$ cat src/rtl/if_id_latch.sv
// IF/ID pipeline register. It captures the fetched instruction and PC+2 and
// gives decode the opcode and a validIns qualifier. The block also handles
// stall (hold), flush (bubble), fetch bubbles, sticky HALT detection and a
// saturating stall-cycle counter.
module if_id_latch #(
    parameter int                 INSTR_W   = 16,
    parameter logic [INSTR_W-1:0] NOP_INSTR = 16'h0800,
    parameter int                 CNT_W     = 8
) (
    input  logic               clk,
    input  logic               rst_n,
    input  logic [INSTR_W-1:0] instr_in,
    input  logic [INSTR_W-1:0] pcInc_in,
    input  logic               fetch_valid,
    input  logic               stall,
    input  logic               flush,
    output logic [INSTR_W-1:0] instr_out,
    output logic [INSTR_W-1:0] pcInc_out,
    output logic [4:0]         opcode,
    output logic               validIns,
    output logic               halted,
    output logic [CNT_W-1:0]   stall_cnt
);

    localparam logic [4:0]       OP_HALT  = 5'b0_0000;
    localparam logic [CNT_W-1:0] CNT_MAX  = {CNT_W{1'b1}};
    localparam logic [CNT_W-1:0] CNT_ONE  = {{(CNT_W-1){1'b0}}, 1'b1};

    logic [INSTR_W-1:0] instr_q, instr_d;
    logic [INSTR_W-1:0] pcinc_q, pcinc_d;
    logic               valid_q, valid_d;
    logic               halted_q, halted_d;
    logic [CNT_W-1:0]   cnt_q, cnt_d;
    logic               halt_seen;

    // The opcode is the top five bits of the held instruction.
    assign opcode = instr_q[INSTR_W-1 -: 5];

    // A valid HALT leaves this stage on an edge that neither stalls nor flushes.
    assign halt_seen = valid_q && (opcode == OP_HALT) && !stall && !flush;

    // Next-state logic. The branches follow edge priority: halted, flush, stall, load.
    always_comb begin
        instr_d  = instr_q;
        pcinc_d  = pcinc_q;
        valid_d  = valid_q;
        halted_d = halted_q;
        cnt_d    = cnt_q;
        if (halted_q) begin
            // Once halted, only bubbles pass. PC+2 stays frozen for debug visibility.
            instr_d = NOP_INSTR;
            valid_d = 1'b0;
        end else if (flush) begin
            instr_d = NOP_INSTR;
            valid_d = 1'b0;
            pcinc_d = '0;
        end else if (stall) begin
            // Count only stalls that hold a real instruction, not bubbles.
            if (valid_q && (cnt_q != CNT_MAX))
                cnt_d = cnt_q + CNT_ONE;
        end else begin
            pcinc_d = pcInc_in;
            if (fetch_valid && !halt_seen) begin
                instr_d = instr_in;
                valid_d = 1'b1;
            end else begin
                // A fetch bubble, or the edge where the HALT leaves:
                // either way the stage holds nothing real.
                instr_d = NOP_INSTR;
                valid_d = 1'b0;
            end
            if (halt_seen)
                halted_d = 1'b1;
        end
    end

    // State registers. An asynchronous reset returns the stage to an empty NOP.
    always_ff @(posedge clk or negedge rst_n) begin
        if (!rst_n) begin
            instr_q  <= NOP_INSTR;
            pcinc_q  <= '0;
            valid_q  <= 1'b0;
            halted_q <= 1'b0;
            cnt_q    <= '0;
        end else begin
            instr_q  <= instr_d;
            pcinc_q  <= pcinc_d;
            valid_q  <= valid_d;
            halted_q <= halted_d;
            cnt_q    <= cnt_d;
        end
    end

    assign instr_out = instr_q;
    assign pcInc_out = pcinc_q;
    assign validIns  = valid_q;
    assign halted    = halted_q;
    assign stall_cnt = cnt_q;

endmodule

$ cat config.mk
export PLATFORM = sky130hd
export DESIGN_NAME = if_id_latch
export DESIGN_NICKNAME = d
export VERILOG_FILES = /design/src/rtl/if_id_latch.sv
export SDC_FILE = /design/constraint.sdc
export NUM_CORES = 1
export LEC_CHECK = 0
export ABC_AREA = 1
export CAP_MARGIN = 30
export CORE_MARGIN = 2
export CORE_UTILIZATION = 39
export CTS_CLUSTER_SIZE = 28
export DETAILED_ROUTE_END_ITERATION = 8
export PLACE_DENSITY = 0.84
export SLEW_MARGIN = 10
export SYNTH_ARGS = -nofsm -noshare
export SYNTH_HDL_FRONTEND = slang
export SYNTH_SLANG_ARGS = --single-unit
$ cat constraint.sdc
create_clock -name clk -period 1.4 [get_ports clk]
set_clock_uncertainty 0.15 [all_clocks]
set_input_delay 0.28 -clock clk [delete_from_list [all_inputs] [get_ports clk]]
set_output_delay 0.28 -clock clk [all_outputs]
set_load 0.005 [all_outputs]
==> results by group <==
Run status
  – Failing checks: setup timing
  – Outcome: finished with violations

Final layout
  – Footprint of the multi-input gates: 850 µm²
  – Most frequent cells in the layout: nand2_1, dfrtp_1, buf_4
  – N_diodes: 0
  – Nets@finish: 413
  – Share of cells above drive strength 1: 30.9%
  – Most common cell after layout, fill and taps aside: nand2_1
  – Fillers: 424
  – Layout Area Growth over Synthesis: 76.7%
  – Post-route insts no fill: 446
  – Register area: 1050 µm²

Routing
  – Drt via density: 4.64
  – Via count: 2,068
  – Starting DRC count in detailed routing: 100
  – Final WL: 5900 µm
  – Post-route ant nets: 0
  – DRT Pass-1 Iters: 4
  – DRC violations left: 0
  – Drt wl/cell: 13.2 µm

Logic synthesis
  – Syn Nets: 277
  – Post-synthesis sequential area ratio: 51.7%
  – Synth cell types: 22
  – Flops & latches, synth: 42
  – Synthesized cell area: 2040 µm²
  – Yosys warning count: 0
  – Mapped Avg Cell Area: 8.52 µm²
  – Synth Instances: 239

Power and ir drop
  – Net Sw Power: 543 µW
  – Clock share of power: 38.0%
  – Switching Share: 21.7%
  – Pleak: 0.00182 µW
  – Combinational fraction of design power: 11.2%
  – Seq pwr share: 50.8%
  – Total power: 2500 µW
  – Internal power: 1960 µW
  – Maximum vdd ir drop: 0.000627 V
  – Pwr Density: 694 nW/µm²

Floorplan
  – Initial Util: 40.1%
  – Die Area: 5820 µm²
  – Boundary Pins: 84
  – Site Rows: 26
  – Die Ht: 76.3 µm
  – Die width: 76.3 µm
  – Core area: 5070 µm²

Placed design
  – DP Worst Slack: -352 ps
  – Hpwl dp: 3670 µm
  – PortBufs: 83
  – Routability cong.: 0.825
  – Placed cells: 396

Timing
  – Max frequency: 681 MHz
  – Setup tns final: -768 ps
  – Min Tclk post-route: 1470 ps
  – Worst-margin pin slew: 252 ps
  – Final period util: 105%
  – Final setup viols: 16
  – RSZ-0062 raised after global routing: yes
  – Max Transition Viols Final: 0
  – Slack of the critical path: -69.0 ps
  – Slew margin rel.: 83.1%
  – Final Hold Fails: 0

Worst hold path
  – Worst hold path cell count: 6
  – Hold crit path type: primary input to flip-flop
  – Hold Path Sink: validIns
  – Hold_sp: flush

Global route
  – Grt total ovfl: 0
  – First-pass GRT wire length: 9470 µm
  – Vias in the first global route: 2,111
  – Gr usage total: 19.9%
  – Initial antenna violation count: 0
  – Largest net degree at the start of global routing: 43

Clock tree
  – Worst-Skew Late Latency: 290 ps
  – Sink Count: 42
  – Clock Tree Root: clkbuf_8
  – Clk buf depth: 2
  – H-tree Lvls: 2
  – Clock transition at path regs: 80 ps
  – Total CTS buffers: 5
  – TritonCTS clock tree: built

Worst setup path
  – R2r startpoint: instr_out[12]
  – Reg2reg path depth: 9
  – Startpoint types: flip-flop
  – Critical path arrival: 1040 ps
  – Worst Setup End Kind: primary output
  – CP required: 970 ps
  – Setup CP Type: flip-flop to primary output
  – Worst R2R Setup Slack: -70 ps
  – Worst Path Max Fanout: 2
  – CP startpoint: instr_out[11]
  – FF-to-FF End: instr_out[8]

Flow run
  – Max_cap viols: 0
[routing by layer]
metal | vias up | part of all wire, % | global-route usage (%)
li1 | 1009 | - | -
met1 | 994 | 41 | 22.7
met2 | 59 | 53 | 37.4
met3 | 6 | 4.6 | 4.38
met4 | 0 | 0.81 | 4.91
met5 | - | 0 | 0
[critical path: stages (launching register included)]
cell     delay, ps
dfstp_2        550
buf_6          100
buf_2          100
[final cells by class]
| cell class | count | area share (%) |
|---|---|---|
| clock buffer | 6 | 2.02 |
| timing repair buffer | 142 | 38.0 |
| multi-input combinational | 150 | 23.6 |
| tap | 70 | 2.43 |
| inverter | 34 | 3.62 |
| clock inverter | 2 | 1.04 |
| sequential | 42 | 29.2 |
[power groups by stage]
stage | combinational [µW] | clock (µW) | sequential (µW)
final | 279 | 951 | 1270
after floorplan | 42.8 | 0 | 1300
after global routing | 304 | 1020 | 1270
after CTS | 264 | 975 | 1270
after global placement | 265 | 0 | 1290
after detailed placement | 271 | 0 | 1290
[what timing repair did]
| action | 4_1_cts | 5_1_grt |
|---|---|---|
| pin swaps | 18 | 20 |
| buffers inserted | 32 | 8 |
| cloned | 1 | 2 |
| endpoints found under the hold margin | 41 | 0 |
| gates resized for setup | 91 | 49 |
| setup endpoints to repair | 66 | 59 |
| hold buffers | 1 | 0 |
[synthesized netlist by cell type]
library cell | instances | area, µm²
dfstp_2 | 1 | 26.3
inv_2 | 1 | 3.75
dfrtp_1 | 41 | 1030
o21ai_0 | 20 | 100
buf_4 | 6 | 45.0
clkinv_2 | 1 | 5.00
nand3b_1 | 2 | 15.0
o21ai_2 | 1 | 8.76
nand3_2 | 10 | 100
nor2_1 | 8 | 30.0
xor2_1 | 2 | 17.5
buf_2 | 3 | 15.0
inv_1 | 31 | 116
ha_1 | 1 | 12.5
nand3_1 | 27 | 135
clkbuf_1 | 1 | 3.75
a21oi_4 | 1 | 16.3
buf_6 | 3 | 33.8
clkinv_1 | 1 | 3.75
nand2_1 | 72 | 270
nand2_2 | 3 | 18.8
nor2_4 | 3 | 33.8
[cell families after synthesis]
group                    share of synthesized area [%]
AO/OA/AOI/OAI                                     6.14
buffers and inverters                             11.1
AND/OR/NAND/NOR                                   29.6
adder cells (fa/ha/maj)                          0.614
flip-flops                                        51.7
XOR/XNOR                                         0.860
[per-stage QoR]
stage	instance area [µm²]	hold WS, ps	utilization, %
floorplan	2040	-166	-
global placement	3020	121	59.5
detailed placement	3020	124	59.5
CTS	3430	336	67.7
global route	3600	351	70.9
finish	3600	319	70.9
[sequential cells by signal (all words and copies together), names as in the netlist]
register / cells
instr_out: 16
validIns: 1
halted: 1
pcInc_out: 16
stall_cnt: 8
[worst max path at each step]
stage	to	slack, ps	cells after the start
after floorplan	stall_cnt[5]	50	6
after global placement	validIns	-290	8
after global routing	instr_out[3]	-130	9
final	instr_out[11]	-70	2
after CTS	opcode[0]	-130	3
after detailed placement	instr_out[8]	-350	8
(Power assumes the default switching activity.)
